File: src/rtl/tamagotchi_pkg.sv
// rtl/tamagotchi_pkg.sv - shared estado codes, vital width and life-state type
package tamagotchi_pkg;

   localparam int VITAL_W = 4;

   // estado codes driven by controlador_estados
   localparam logic [3:0] IDLE       = 4'b0001;
   localparam logic [3:0] COMENDO    = 4'b0010;
   localparam logic [3:0] DORMINDO   = 4'b0100;
   localparam logic [3:0] DANDO_AULA = 4'b1000;
   localparam logic [3:0] MORTO      = 4'b0000;

   typedef enum logic {
      ST_VIVO  = 1'b0,
      ST_MORTO = 1'b1
   } vida_e;

endpackage

File: src/rtl/divisor_segundo.sv
// rtl/divisor_segundo.sv - one-cycle tick once every CLK_HZ clock cycles
module divisor_segundo #(
   parameter int CLK_HZ = 100
) (
   input  logic clk,
   input  logic rst_n,
   output logic tick_seg
);

   localparam int               CNT_W   = (CLK_HZ > 1) ? $clog2(CLK_HZ) : 1;
   localparam logic [CNT_W-1:0] CNT_ULT = CNT_W'(CLK_HZ - 1);

   logic [CNT_W-1:0] cnt_q;
   logic [CNT_W-1:0] cnt_d;
   logic             tick_q;

   assign cnt_d    = (cnt_q == CNT_ULT) ? '0 : cnt_q + 1'b1;
   assign tick_seg = tick_q;

   // Free-running cycle counter; the tick register fires on the cycle after the wrap
   always_ff @(posedge clk or negedge rst_n) begin
      if (!rst_n) begin
         cnt_q  <= '0;
         tick_q <= 1'b0;
      end else begin
         cnt_q  <= cnt_d;
         tick_q <= (cnt_q == CNT_ULT);
      end
   end

endmodule

File: src/rtl/controlador_vitais.sv
// rtl/controlador_vitais.sv - pet vital counters, alert and sticky death flag; FELICIDADE_EN adds felicidade
module controlador_vitais
   import tamagotchi_pkg::*;
#(
   parameter int CLK_HZ        = 100,
   parameter int VALOR_MAX     = 15,
   parameter int VALOR_INICIAL = 10,
   parameter int LIMIAR_ALERTA = 3
) (
   input  logic               clk,
   input  logic               rst_n,
   input  logic [3:0]         estado,
   output logic [VITAL_W-1:0] fome,
   output logic [VITAL_W-1:0] energia,
   output logic               morreu,
   output logic               alerta,
   output logic               tick_seg
`ifdef FELICIDADE_EN
   ,
   output logic [VITAL_W-1:0] felicidade
`endif
);

   localparam logic [VITAL_W-1:0] V_MAX = VITAL_W'(VALOR_MAX);
   localparam logic [VITAL_W-1:0] V_INI = VITAL_W'(VALOR_INICIAL);
   localparam logic [VITAL_W-1:0] V_LIM = VITAL_W'(LIMIAR_ALERTA);

   // Add with a one-bit-wider intermediate so overflow clamps to V_MAX
   function automatic logic [VITAL_W-1:0] sat_inc(input logic [VITAL_W-1:0] v, input logic [1:0] n);
      logic [VITAL_W:0] s;
      s = {1'b0, v} + {{(VITAL_W-1){1'b0}}, n};
      return (s > {1'b0, V_MAX}) ? V_MAX : s[VITAL_W-1:0];
   endfunction

   // Subtract with a borrow bit so underflow clamps to zero
   function automatic logic [VITAL_W-1:0] sat_dec(input logic [VITAL_W-1:0] v, input logic [1:0] n);
      logic [VITAL_W:0] s;
      s = {1'b0, v} - {{(VITAL_W-1){1'b0}}, n};
      return s[VITAL_W] ? '0 : s[VITAL_W-1:0];
   endfunction

   vida_e              vida_q;
   logic               par_q;
   logic [VITAL_W-1:0] fome_q, fome_d;
   logic [VITAL_W-1:0] energia_q, energia_d;
   logic               morte_d;
   logic               baixo;
`ifdef FELICIDADE_EN
   logic [VITAL_W-1:0] felic_q, felic_d;
`endif

   divisor_segundo #(.CLK_HZ(CLK_HZ)) u_divisor (
      .clk      (clk),
      .rst_n    (rst_n),
      .tick_seg (tick_seg)
   );

   // Candidate vitals for the current tick; par_q gates the every-other-second events
   always_comb begin
      fome_d    = fome_q;
      energia_d = energia_q;
`ifdef FELICIDADE_EN
      felic_d   = felic_q;
`endif
      case (estado)
         MORTO: begin
         end
         COMENDO: begin
            fome_d = sat_inc(fome_q, 2'd2);
            if (par_q) energia_d = sat_dec(energia_q, 2'd1);
`ifdef FELICIDADE_EN
            if (par_q) felic_d = sat_inc(felic_q, 2'd1);
`endif
         end
         DORMINDO: begin
            energia_d = sat_inc(energia_q, 2'd2);
            if (par_q) fome_d = sat_dec(fome_q, 2'd1);
`ifdef FELICIDADE_EN
            if (par_q) felic_d = sat_dec(felic_q, 2'd1);
`endif
         end
         DANDO_AULA: begin
            fome_d    = sat_dec(fome_q, 2'd1);
            energia_d = sat_dec(energia_q, 2'd1);
`ifdef FELICIDADE_EN
            felic_d   = sat_inc(felic_q, 2'd1);
`endif
         end
         default: begin
            fome_d = sat_dec(fome_q, 2'd1);
            if (par_q) energia_d = sat_dec(energia_q, 2'd1);
`ifdef FELICIDADE_EN
            if (par_q) felic_d = sat_dec(felic_q, 2'd1);
`endif
         end
      endcase
   end

   assign morte_d = (fome_d == '0) || (energia_d == '0);

   // Vitals and the half-rate phase bit advance only on ticks, and freeze once dead
   always_ff @(posedge clk or negedge rst_n) begin
      if (!rst_n) begin
         par_q     <= 1'b0;
         fome_q    <= V_INI;
         energia_q <= V_INI;
`ifdef FELICIDADE_EN
         felic_q   <= V_INI;
`endif
      end else if (tick_seg) begin
         par_q <= ~par_q;
         if (vida_q == ST_VIVO) begin
            fome_q    <= fome_d;
            energia_q <= energia_d;
`ifdef FELICIDADE_EN
            felic_q   <= felic_d;
`endif
         end
      end
   end

   // Life FSM: dies on the same tick a vital reaches zero; only reset revives
   always_ff @(posedge clk or negedge rst_n) begin
      if (!rst_n) begin
         vida_q <= ST_VIVO;
      end else begin
         case (vida_q)
            ST_VIVO:  if (tick_seg && morte_d) vida_q <= ST_MORTO;
            ST_MORTO: vida_q <= ST_MORTO;
            default:  vida_q <= ST_VIVO;
         endcase
      end
   end

`ifdef FELICIDADE_EN
   assign baixo      = (fome_q <= V_LIM) || (energia_q <= V_LIM) || (felic_q <= V_LIM);
   assign felicidade = felic_q;
`else
   assign baixo      = (fome_q <= V_LIM) || (energia_q <= V_LIM);
`endif

   assign fome    = fome_q;
   assign energia = energia_q;
   assign morreu  = (vida_q == ST_MORTO);
   assign alerta  = ~morreu & baixo;

endmodule
File: config.mk
export PLATFORM = sky130hd
export DESIGN_NAME = controlador_vitais
export DESIGN_NICKNAME = d
export VERILOG_FILES = /design/src/rtl/tamagotchi_pkg.sv /design/src/rtl/divisor_segundo.sv /design/src/rtl/controlador_vitais.sv
export SDC_FILE = /design/constraint.sdc
export NUM_CORES = 1
export LEC_CHECK = 0
export ABC_AREA = 0
export BUFFER_PORTS_ARGS = -buffer_cell sky130_fd_sc_hd__buf_2
export CAP_MARGIN = 20
export CORE_ASPECT_RATIO = 1.4
export CORE_MARGIN = 10
export CORE_UTILIZATION = 52
export DETAILED_ROUTE_END_ITERATION = 6
export PLACE_DENSITY = 0.77
export SLEW_MARGIN = 20
export SYNTH_ARGS = -nofsm -noshare
export SYNTH_HDL_FRONTEND = slang
export SYNTH_HIERARCHICAL = 1
export SYNTH_SLANG_ARGS = --single-unit
File: constraint.sdc
create_clock -name clk -period 2 [get_ports clk]
set_input_delay 0.1 -clock clk [delete_from_list [all_inputs] [get_ports clk]]
set_output_delay 0.1 -clock clk [all_outputs]
set_load 0.005 [all_outputs]
### Word-level counts from Yosys, hierarchy flattened

Cells that the tools add are included.

| cells by class | value |
|---|---|
| shifts and indexed selects | 0 |
| equal/unequal tests | 4 |
| divide/modulo/power cells | 0 |
| add/subtract/negate cells | 5 |
| reduce and logical (&&, ||, !) cells | 7 |
| bitwise logic cells | 3 |
| $lt $le $gt $ge | 4 |
| multiplexer cells | 11 |
| multipliers | 0 |

Operators with widths:

| cell | count |
|---|---|
| two-way mux 4 bit | 6 |
| one-hot mux 4 bit (3 select lines) | 2 |
| logical NOT 4 bit | 3 |
| adder 4 x 2 -> 5 bit, second input constant | 2 |
| > comparator 5 x 4 -> 1 bit, second input constant | 2 |
| subtractor 4 x 1 -> 5 bit, second input constant | 2 |
| less-or-equal comparator 4 x 2 -> 1 bit, second input constant | 2 |
| adder 7 x 1 -> 7 bit, second input constant | 1 |
| equality test 7 bit, second input constant | 1 |
| two-way mux 7 bit | 1 |
| equality test 4 x 2 -> 1 bit, second input constant | 1 |
| equality test 4 x 3 -> 1 bit, second input constant | 1 |
| equality test 4 bit, second input constant | 1 |
| logical OR 1 bit | 2 |
| inverter 1 bit | 2 |
| one-hot mux 1 bit (2 select lines) | 1 |
| AND reduction 2 bit | 1 |
| AND 1 bit | 1 |
| logical AND 1 bit | 1 |
| two-way mux 1 bit | 1 |

| word-level totals | value |
|---|---|
| memory bits (writable) | 0 |
| bits in read-only memories | 0 |
| output and inout bits | 11 |
| input port bits | 6 |
| register bits after elaboration | 18 |
| logic and storage cells | 40 |
| latch bits | 0 |
| memories kept | 0 |

### Depth between registers and ports, before layout

Gate-level depths: netlist of the first run.

| logic depth | value |
|---|---|
| depth in word-level cells | 9 |
| mapped depth | 8 |
| mapped depth without buffers | 8 |

### Modules after synthesis

The synthesis of the first run kept the hierarchy.

Modules (own cells, without submodules):

| module | times used | seq. area each (um^2) | area an instance (um^2) | cells an instance |
|---|---|---|---|---|
| controlador_vitais | 1 | 255.2 | 1082.3 | 120 |
| divisor_segundo | 1 | 200.2 | 370.4 | 30 |

### Worst setup path after synthesis of the first run

No wires, ideal clock.

| path | value |
|---|---|
| path kind | register to register |
| start point | register fome_q[1] (netlist: fome[1]) |
| end point | register vida_q (netlist: morreu) |
| stages on the path, launching flop included | 9 |
| setup time | 0.130 ns |
| path slack | -0.005 ns |
| arrival | 1.875 ns |
| data required time | 1.870 ns |
| buffers on the path | 0 |
| clock period less this slack | 2.005 ns |
| cells stage by stage | dfstp_2 inv_1 ha_1 nand2_1 nand4b_1 a311oi_4 a211oi_2 a41oi_2 o41ai_2 |

| on the way | value |
|---|---|
| word-level cells in the longest chain between the ends | 9 |
| elaborated cells on any way between the ends | 12 |
| those cells by class | 2 x add/sub; 1 x order compare; 6 x mux; 3 x reduce/logical |

Ends and longest elaborated chain:

| element | RTL line | text |
|---|---|---|
| start: declaration | controlador_vitais.sv:44 | `logic [VITAL_W-1:0] fome_q, fome_d;` |
| start signal: assignment | controlador_vitais.sv:113 | `fome_q <= fome_d;` |
| adder 4 x 2 -> 5 bit or subtractor 4 x 1 -> 5 bit (tied branches) | controlador_vitais.sv:31, controlador_vitais.sv:38 |  |
| > comparator 5 x 4 -> 1 bit or two-way mux 4 bit (tied branches) | controlador_vitais.sv:32, controlador_vitais.sv:39 |  |
| two-way mux 4 bit, on equally long branches | controlador_vitais.sv:32, controlador_vitais.sv:77 |  |
| one-hot mux 4 bit (3 select lines) * | controlador_vitais.sv:65 | `case (estado)` |
| logical NOT 4 bit * | controlador_vitais.sv:99 | `assign morte_d = (fome_d == '0) \|\| (energia_d == '0);` |
| logical OR 1 bit * | controlador_vitais.sv:99 |  |
| logical AND 1 bit * | controlador_vitais.sv:128 | `ST_VIVO: if (tick_seg && morte_d) vida_q <= ST_MORTO;` |
| two-way mux 1 bit * | controlador_vitais.sv:128 |  |
| one-hot mux 1 bit (2 select lines) * | controlador_vitais.sv:127 | `case (vida_q)` |
| end signal: assignment | controlador_vitais.sv:128 |  |
| end signal: assignment | controlador_vitais.sv:129 | `ST_MORTO: vida_q <= ST_MORTO;` |
| end signal: assignment | controlador_vitais.sv:130 | `default: vida_q <= ST_VIVO;` |
| end: declaration | controlador_vitais.sv:42 | `vida_e vida_q;` |

Every way passes the cells marked *; elsewhere a longest branch is shown, timed or not.
A chain may end at the register's enable or synchronous reset.

### Worst setup path in the final report of the first run

| path | value |
|---|---|
| start point | register energia_q[1] (netlist: energia[1]) |
| end point | register vida_q (netlist: morreu) |

| on the way | value |
|---|---|
| word-level cells in the longest chain between the ends | 9 |
| elaborated cells on any way between the ends | 12 |
| those cells by class | 2 x add/sub; 1 x order compare; 6 x mux; 3 x reduce/logical |

Ends and longest elaborated chain:

| element | RTL line | text |
|---|---|---|
| start: declaration | controlador_vitais.sv:45 | `logic [VITAL_W-1:0] energia_q, energia_d;` |
| start signal: assignment | controlador_vitais.sv:114 | `energia_q <= energia_d;` |
| adder 4 x 2 -> 5 bit or subtractor 4 x 1 -> 5 bit (tied branches) | controlador_vitais.sv:31, controlador_vitais.sv:38 |  |
| > comparator 5 x 4 -> 1 bit or two-way mux 4 bit (tied branches) | controlador_vitais.sv:32, controlador_vitais.sv:39 |  |
| two-way mux 4 bit, on equally long branches | controlador_vitais.sv:32, controlador_vitais.sv:70, controlador_vitais.sv:91 |  |
| one-hot mux 4 bit (3 select lines) * | controlador_vitais.sv:65 |  |
| logical NOT 4 bit * | controlador_vitais.sv:99 |  |
| logical OR 1 bit * | controlador_vitais.sv:99 |  |
| logical AND 1 bit * | controlador_vitais.sv:128 |  |
| two-way mux 1 bit * | controlador_vitais.sv:128 |  |
| one-hot mux 1 bit (2 select lines) * | controlador_vitais.sv:127 |  |

Marks and branches as above.

==> results of run 1 <==
[what timing repair did]
action                                  CTS  global route
pin swaps                                 1             4
hold buffers                              1             0
gates cloned                              0             0
hold endpoints to repair                 14             0
endpoints found under the setup margin    2             7
resized for setup                         2            10
[flip-flops by register name, indices dropped and copies added (netlist names)]
name,flops
par_q,1
morreu,1
energia,4
u_divisor/cnt_q,7
u_divisor/tick_seg,1
fome,4
[power breakdown]
group / switching, uW / internal (uW)
Clock: 101 / 111
Sequential: 3.57 / 369
Combinational: 66.6 / 50.8
[cells by family (layout without fill, tap and decap cells)]
logic type / count (synthesis) / in the layout / share of synthesized area [%]
compound gates: 47 / 47 / 25.8
buf+inv: 18 / 50 / 6.11
mux: 4 / 4 / 3.01
xor+xnor: 6 / 6 / 3.62
simple gates: 44 / 44 / 18.9
fa+ha+maj: 13 / 13 / 11.2
flops: 18 / 18 / 31.4
[final cells by class]
class,instances,area [sq um],area share [%]
inverter,12,50.0,2.85
clock buffer,4,36.3,2.07
timing repair buffer,34,218,12.4
sequential,18,455,26.0
tap,36,45.0,2.57
multi-input combinational,114,950,54.1
[worst max-delay path, stage by stage, from the launching register on]
cell,delay (ns)
dfstp_2,0.58
ha_2,0.21
xor2_1,0.06
and3_1,0.19
a221o_1,0.30
a32oi_1,0.18
o21ai_1,0.11
o41ai_2,0.27
[worst max path at each step]
stage	startpoint	to	slack (ns)	cells after the start
after CTS	fome[1]	morreu	0.004	8
after global routing	energia[1]	energia[2]	-0.11	6
after detailed placement	energia[1]	morreu	-0.04	7
after floorplan	fome[1]	morreu	0.005	8
after global placement	energia[1]	morreu	0.0007	7
final	energia[1]	morreu	-0.007	7
[through the flow]
stage / setup WS (ns) / cell area [sq um]
floorplan: 0.00520 / 1450
global placement: 0.000673 / 1660
detailed placement: -0.0379 / 1660
CTS: 0.00437 / 1710
global route: -0.114 / 1750
finish: -0.00670 / 1750
[metal layers]
layer	vias up	global-route usage [%]	routed length, um
met5	-	0	0
met2	15	23.4	1700
met3	2	2.56	136
met1	591	12.3	1380
li1	618	-	-
met4	0	3.22	16
[cell usage in the layout, fill, tap and decap left out, types with 3 or more instances in the layout]
| master | n |
|---|---|
| a21oi_1 | 9 |
| a31oi_1 | 4 |
| buf_2 | 16 |
| buf_4 | 17 |
| clkbuf_4 | 3 |
| dfrtp_1 | 14 |
| dfstp_2 | 4 |
| ha_1 | 9 |
| inv_1 | 10 |
| mux2_2 | 3 |
| nand2_1 | 11 |
| nand3_1 | 6 |
| nor2_1 | 4 |
| nor3_1 | 3 |
| nor3_2 | 3 |
| o21ai_0 | 6 |
| xnor2_1 | 4 |
==> flow_results.org, run 1 <==
** Timing
- Setup repair after global routing could not meet its margin everywhere.
- For this run, the top clock speed supported by timing is 498 MHz.
- The hold violation count in the final report was 0.
- Final-report setup violation count :: 1
- Part of the cycle the worst path needs :: 100%
- Worst-Margin Slew :: 0.439 ns
- Worst setup margin :: -0.00670 ns
- In the final timing run, aggregate negative setup slack is -0.00670 ns.
- The final count of pins violating max slew is 0.
- After layout, the minimum clock period comes to between 2 and 2.5 ns.
- Min Hold Slack :: 0.262 ns
- Largest clock skew in the final design :: around 0.003 ns
- In this run the tightest slew margin relative to its limit is between 70% and 80%.

** Run status
- Violations in the final reports :: setup timing
- Result of the run :: finished with violations

** Global route
- The initial antenna violation count was 0.
- Gr ovfl total :: 0
- Entering global routing, the biggest net connects 19 pins.
- Overall routing resource usage :: 11.9%
- The number of global-route vias before repair was between 1000 and 1500.
- The first global-routing pass estimated between 5 and 6 mm of wire.

** Cells and area
- For this run, the share of the core covered by cells in the final layout is approximately 66%.
- At the end of the flow, the number of nets in the layout was ~200.
- Diode insertion count for antenna repair :: 0
- Synth-to-layout area growth :: 20.8%
- Leaving out filler cells and counting taps, the final layout contains 218.
- Number of fill cells in the layout :: 223
- The post-route netlist has approximately 38% of its cells at a drive strength greater than 1.

** Critical path
- Worst reg2reg path startpoint :: energia[1]
- Worst reg2reg setup slack :: -0.007 ns
- For the worst flop-to-flop path, the logic depth is 7.
- Of all nets on the critical path, the largest fanout is 3.
- Startpoint type of the worst setup path :: flip-flop
- STA classifies the critical path endpoint as a flip-flop.
- Worst path arrival time :: between 2 and 2.5 ns
- Worst r2r dst :: morreu
- Start-to-end type of the worst setup path :: flip-flop to flip-flop
- Data required time of the worst path :: 2.19 ns

** Placed design
- Routability congestion estimate from global placement :: 0.849
- HPWL after DPL :: 2.57 mm
- DP Cell Count :: roughly 210
- Buffers added on ports :: 16

** Yosys
- Ranked by instance count, the synthesized netlist is headed by 14 x dfrtp_1, 13 x ha_1, 12 x inv_1, 11 x nand2_1, 9 x a21oi_1.
- Register bit total from synthesis :: 18
- Async SR Flop Fraction :: 100%
- The top cell type by area accounts for 24.1% of the synthesized area.
- Number of nets produced by synthesis :: 169
- Cell type contributing the most total cell area after synthesis :: dfrtp_1
- Most area-consuming cells after synthesis :: dfrtp_1 24%, ha_1 11%, dfstp_2 7.2%
- Main synth FF type :: dfrtp_1
- Counting flops with a built-in enable in the synthesized netlist gives 0.
- After synthesis the cells add up to 0.00145 sq mm.
- Yosys mapped the design onto 58 distinct sky130hd cell types.
- Synth warn :: 6
- The cell count after synthesis came out at 150.
- The average instance in the mapped netlist occupies 9.68 sq um.
- Leading cell type by number of instances after synthesis :: dfrtp_1
- Part of the Yosys area used for sequential elements :: 31.4%

** Detailed routing
- Dividing the detail-routed via count by the number of cells gives 5.62.
- The first detailed-routing pass ran for 4 iterations.
- In the final routed layout, each cell accounts on average for 14.8 um.
- Wire length after detailed routing :: 3.23 mm
- Detailed-route via count :: 1226
- The first routing iteration left 71 violations.
- The detail route stage leaves a number of antenna-violating nets equal to 0.
- Remaining DRCs :: 0

** Floorplan
- The die covers 0.00534 sq mm.
- The total area inside the core boundary comes to 0.00264 sq mm.
- Chip Height :: roughly 83 um
- Once the floorplan was initialized, standard cells occupied approximately 55% of the core.
- Chip Width :: 64.7 um
- Pin placement for this block handled 17 I/O pins.
- The initialized floorplan defines 22 standard-cell rows.

** Pwr
- Largest vdd supply drop :: 0.501 mV
- Power after layout :: 702 uW
- Power density over the cells :: 400 mW/mm^2
- The analysis attributes to cell leakage a power of roughly 0.00079 uW.

** Run
- Number of maximum-capacitance violations :: 0

** Clock tree
- The tree built by TritonCTS fans out to 18 sinks.
- CTS tree :: done
- Maximum buffer depth of the clock tree :: 2
- Total CTS buffers :: 3
- Clock-pin slew was measured on the worst setup and hold paths at 0.10 ns.
- Number of buffers inserted by post-CTS setup repair :: 0
- The root buffer cell chosen for the clock tree is clkbuf_4.
- CTS built an H-tree with a depth of 1.
- Clock insertion delay at the later pin of the skew report :: 0.28 ns

** Worst hold path
- The worst hold path belongs to the class input port to async pin.
Note: power is estimated with default switching activity, not from simulation.
==> inputs of run 2 (changes only) <==
==> constraint.sdc (replaced) <==
create_clock -name clk -period 2 [get_ports clk]
set_input_delay 0.6 -clock clk [delete_from_list [all_inputs] [get_ports clk]]
set_output_delay 0.6 -clock clk [all_outputs]
set_load 0.005 [all_outputs]
==> flow_results.org, run 2 (same netlist as run 1, synthesis figures left out) <==
** Clock tree
- Number of buffers inserted for hold repair after clock tree synthesis :: 0
- # H-tree levels :: 1
- For the worst-skew pair, the clock arrives at the later sink with an insertion delay of 0.28 ns.
- CTS placed an instance of clkbuf_4 at the clock tree root.
- Total clock sinks :: 18
- Clock slew at reported path FFs :: 0.10 ns
- Maximum buffer depth of the clock tree :: 2
- TritonCTS built the clock tree.
- In this run, CTS created clock tree buffers numbering 3.

** Global route
- Entering global routing, the biggest net connects 19 pins.
- Overall routing resource usage :: 13.8%
- The initial antenna violation count is 0.
- After global routing the overflow that remains totals 0.
- The number of global-route vias before repair is 1386.
- The first global-routing pass estimated 6.03 mm of wire.

** Placed design
- Buffers placed on the I/O ports in this run total 16.
- Detailed placement ended at an HPWL of 2.66 mm.
- At the end of routability-driven placement, the weighted congestion stood at 0.841.
- DP Cell Count :: 220
- In this run the cell area measured after placement is 0.00171 sq mm.

** Critical path
- Data on the critical path is required at its endpoint by 2.19 ns.
- The cell family contributing the most delay on the critical path is compound AO/OA/AOI/OAI gates.
- Crit-path max cell delay :: ~0.61 ns
- Traced cell by cell, the critical path runs through inv_4, ha_4, a21bo_4, a221o_1, a22o_1, o41ai_2.
- Counting both buffers and inverters, the worst setup path holds a total of 1.
- Slowest CP cell :: dfstp_2
- Crit Path Max Fanout :: 4
- The worst setup path is launched from a flip-flop.
- Crit path capture type :: flip-flop
- For the worst setup path, the data arrival time is 2.25 ns.
- The worst setup path is of the flip-flop to flip-flop kind.

** Cells and area
- Counting the fill cells in the layout gives 204.
- From synthesis to final layout, the design area changed by 31.2%.
- Diode insertion count for antenna repair :: 0
- The register with the most flip-flops in the layout has 7 of them.
- Finished layout cell area :: ~0.0019 sq mm
- Commonest cells after routing, fill and taps aside :: 27 x buf_4, 16 x buf_2, 14 x dfrtp_1
- Number of non-filler instances in the completed layout :: between 200 and 250
- Fraction of layout instances using a drive strength above 1 :: about 47%
- u_divisor/cnt_q holds more flip-flops than any other register.
- Leading cell type in the layout, fill and taps excluded :: buf_4
- Post-layout nets :: 212

** Pwr
- LEAKAGE :: 0.000862 uW
- Power spread over the standard cell area amounts to 386 mW/mm^2.
- Largest vdd supply drop :: 0.445 mV
- Power after layout :: 735 uW

** Detailed routing
- In this run, the number of DRC markers left after iteration 0 of detailed routing was between 100 and 150.
- Using the TritonRoute via totals, the vias-per-cell ratio works out to 5.98.
- The first detailed-routing pass ran for 5 iterations.
- The detailed router placed between 1000 and 1500 vias in this run.
- Remaining DRCs :: 0
- Wires add up to 3.67 mm.
- The detail route stage leaves a number of antenna-violating nets equal to 0.
- Detailed-route wire length per cell :: 16.1 um

** Timing
- Crit path time final :: 2.07 ns
- For the pin with the worst max-slew slack, the measured transition is a little under 0.5 ns.
- Largest clock skew in the final design :: 0.000967 ns
- Setup repair after global routing missed its margin :: yes
- Final-report setup violation count :: 1
- In the finished design, the share of the clock period the worst path needs comes to 103%.
- For this run, the top clock speed supported by timing is 484 MHz.
- The final count of pins violating max slew is 0.
- Across all hold checks on the routed design, the worst slack comes to 0.220 ns.
- Setup slack on the critical path of the routed design comes to -0.0656 ns.
- In the final timing run, aggregate negative setup slack is -0.0656 ns.
- The worst pin sits at a relative slew slack of 67.8%.
- Fin. Hold Viols :: 0

** Floorplan
- The floorplan step defined a die boundary enclosing 0.00534 sq mm.
- Chip Height :: just over 80 um
- Initial Util :: 55.0%
- The floorplan has 22 rows.
- In this run the count of I/O pins placed on the die edge is 17.
- Floorplan Core Area :: 0.00264 sq mm
- Chip Width :: approximately 65 um

** Run
- Number of maximum-capacitance violations :: 0

** Run status
- Result of the run :: finished with violations
- Violations in the final reports :: setup timing

** Worst hold path
- Type of the most critical hold path :: input port to async pin
## run 2: through the flow
stage | utilization, % | setup WS, ns
floorplan | - | 0.00520
global route | 72.1 | -0.105
detailed placement | 64.9 | -0.112
finish | 72.1 | -0.0656
global placement | 64.9 | -0.0461
CTS | 69.7 | -0.0472
## run 2: worst register-to-register path: stages (launching register included)
cell     delay [ns]
dfstp_2        0.61
inv_4          0.07
ha_4           0.15
a21bo_4        0.23
a221o_1        0.31
a22o_1         0.23
o41ai_2        0.35
## run 2: final timing paths
kind,start,to,slack [ns],cells after the start
min in group clk,u_divisor/cnt_q[0],u_divisor/cnt_q[0],0.50,1
hold / removal,rst_n,u_divisor/cnt_q[2],0.22,1
max in group asynchronous,rst_n,energia[1],1.46,1
setup / recovery,energia[1],morreu,-0.07,6
setup reg to reg,energia[1],morreu,-0.07,6
hold reg to reg,u_divisor/cnt_q[0],u_divisor/cnt_q[0],0.50,1
## run 2: report_power, final
group	internal, uW	total [uW]	switching [uW]
Sequential	369	372	3.31
Clock	111	219	108
Combinational	66.8	144	77.1
Total	546	735	189
## run 2: area by class of cell
type / instances / area [sq um] / share of cell area (%)
Clock buffer: 4 / 36.3 / 1.90
Inverter: 12 / 50.0 / 2.63
Multi-Input combinational cell: 114 / 1020 / 53.8
Sequential cell: 18 / 455 / 23.9
Tap cell: 36 / 45.0 / 2.36
Timing Repair Buffer: 44 / 294 / 15.4
## run 2: metal layers
metal	vias up	routed length (um)	GRT usage (%)	share of wire (%)
met5	-	0	0	0
met2	50	1940	27.3	53
li1	644	-	-	-
met4	0	78	5.58	2.1
met1	661	1410	13.3	38
met3	8	242	3.37	6.6
## run 2: timing repair
item	CTS	global route
buffers inserted	4	0
gates resized for setup	15	17
pin swaps	9	7
cloned	0	0
setup endpoints to repair	8	8
==> inputs of run 3 (changes only) <==
CORE_UTILIZATION = 58   (was 52)
PLACE_DENSITY = 0.81   (was 0.77)
clock period = 2.3 ns   (was 2 ns; I/O delays follow)
==> flow_results.org, run 3 (same netlist as run 1, synthesis figures left out) <==
** Run status
- The run finished with clean final reports.

** Critical path
- Crit path capture type :: flip-flop
- Crit Path Max Fanout :: 6
- Startpoint type of the worst setup path :: flip-flop
- Data arrives at the worst endpoint at 2.31 ns.
- STA puts the critical path data required time at roughly 2.5 ns.
- The critical path in this run is classified as flip-flop to flip-flop.

** Pwr
- Power density over the cells :: 376 mW/mm^2
- LEAKAGE :: 0.000720 uW
- The completed layout was analyzed and its total power is 598 uW.
- IR analysis of the VDD net gives a maximum drop of 0.393 mV.

** Cells and area
- Leading cell type in the layout, fill and taps excluded :: buf_2
- Register containing the most flip-flops in the final layout :: u_divisor/cnt_q
- In the final design database the tool counted 187 nets.
- Compared with the post-synthesis result, the final layout area differs by 9.47%.
- For this run, the number of standard cells in the final layout without fillers is 201.
- With fillers left out, the area of the finished cells amounts to ~0.0016 sq mm.
- Commonest cells after routing, fill and taps aside :: 16 x buf_2, 14 x dfrtp_1, 13 x ha_1
- 0 antenna diodes ended up in the layout.
- The post-route netlist has ~30% of its cells at a drive strength greater than 1.
- The register with the most flip-flops in the layout has 7 of them.
- Number of fill cells in the layout :: approximately 210

** Floorplan
- Initial Util :: 60.8%
- The die covers 0.00493 sq mm.
- The core region is 0.00239 sq mm.
- Measured along the x axis, the die boundary spans a little over 60 um.
- Chip Height :: 79.2 um
- Pin placement for this block handled 17 I/O pins.
- Num rows :: 21

** Clock tree
- Number of buffers inserted by post-CTS setup repair :: 0
- Clock tree synthesis found a total of 18 sinks.
- After clock tree synthesis, the flow added hold-fix buffers numbering 0.
- Maximum buffer depth of the clock tree :: 2
- Clock insertion delay at the later pin of the skew report :: between 0.2 and 0.3 ns
- Total CTS buffers :: 3
- Clock-pin slew was measured on the worst setup and hold paths at 0.11 ns.
- Buffer type at the clock tree root :: clkbuf_4
- TritonCTS built the clock tree.
- CTS built an H-tree with a depth of 1.

** Placed design
- Including well taps, the total number of placed cells is 197.
- Buffers added on ports :: 16
- At the end of routability-driven placement, the weighted congestion stood at about 0.87.
- Worst setup slack after placement :: 0.118 ns
- HPWL after DPL :: 2.32 mm
- Placement Cell Area :: about 0.0016 sq mm

** Global route
- Largest net degree at the start of global routing :: 19
- Overall routing resource usage :: about an eighth
- The initial antenna violation count was 0.
- The number of global-route vias before repair was roughly 1200.
- Summed over all layers, the global routing overflow is 0.
- The first global-routing pass estimated around 5.2 mm of wire.

** Timing
- Final-report setup violation count :: 0
- Fin. Hold Viols :: 0
- For this run, the top clock speed supported by timing is 467 MHz.
- Crit path time final :: 2.14 ns
- Dividing the final minimum period by the clock period gives 93.1%.
- The final count of pins violating max slew came to 0.
- Setup repair after global routing left no endpoint under its margin.
- Largest clock skew in the final design :: 0.00830 ns
- Setup total negative slack :: 0 ns
- Headroom to the max-slew limit came out at 71.6%.
- In the post-route analysis, the smallest setup slack over all paths is about 0.16 ns.
- Worst-Margin Slew :: around 0.43 ns

** Detailed routing
- Detailed-route wire length per cell :: 14.5 um
- The detailed router finished its first iteration with between 50 and 60 violations.
- The detailed router placed 1178 vias in this run.
- Detail Route Antenna Nets :: 0
- For this block, the routed nets add up to 2.92 mm of wire.
- The pre-antenna-repair detailed-routing pass consisted of 4 iterations.
- After detailed routing, the number of remaining DRC violations is 0.
- Post-DR vias/cell :: 5.86

** Worst hold path
- Type of the most critical hold path :: input port to async pin

** Run
- Number of maximum-capacitance violations :: 0
## run 3: cell count changes in the layout (fill, tap and decap cells not counted), sizes merged
cell,previous run,this run
buf,44,19
## run 3: worst max-delay path, stage by stage, from the launching register on
cell      delay (ns)
dfstp_2         0.60
inv_1           0.13
ha_1            0.32
nand2_1         0.09
a41oi_1         0.18
a311oi_4        0.35
a211oi_2        0.10
a41oi_2         0.18
o41ai_2         0.09
## run 3: cell type report
type	count	area [sq um]	area share, %
multi-input cells	114	908	57.1
flip-flops and latches	18	455	28.6
well taps	34	42.5	2.68
repair buffers	19	103	6.45
inverters	12	45.0	2.83
clock buffers	4	36.3	2.28
## run 3: path summary, 6_finish.rpt
path | start | end | slack (ns) | cells after the start
worst min-delay path | rst_n | u_divisor/cnt_q[2] | 0.30 | 1
worst min register to register | u_divisor/cnt_q[0] | u_divisor/cnt_q[0] | 0.50 | 1
min in group clk | u_divisor/cnt_q[0] | u_divisor/cnt_q[0] | 0.50 | 1
worst max register to register | fome[1] | morreu | 0.16 | 8
worst max-delay path | fome[1] | morreu | 0.16 | 8
max in group asynchronous | rst_n | fome[1] | 1.68 | 1
## run 3: stage by stage
step | hold WS, ns | util [%]
3_3_place_gp | 0.472 | 65.0
6_report | 0.303 | 66.5
3_5_place_dp | 0.483 | 65.0
2_1_floorplan | 0.394 | -
5_1_grt | 0.322 | 66.5
4_1_cts | 0.313 | 66.5
## run 3: report_power, final
part	internal, uW	switching, uW	leakage, uW
registers	321	4.63	0.000208
logic	33.5	50.5	0.000491
clock network	96.1	92.3	0.0000210
## run 3: timing repair
item	in CTS	in global routing
endpoints found under the setup margin	0	1
gates resized for setup	0	1
hold endpoints to repair	0	0
## run 3: routing by layer
layer / wire length (um) / track usage [%] / part of all wire [%] / vias to the layer above
met2: 1520 / 23.1 / 52 / 27
met3: 122 / 2.11 / 4.2 / 6
met4: 63 / 4.04 / 2.2 / 0
li1: - / - / - / 594
met1: 1220 / 12.8 / 42 / 551
met5: 0 / 0 / 0 / -
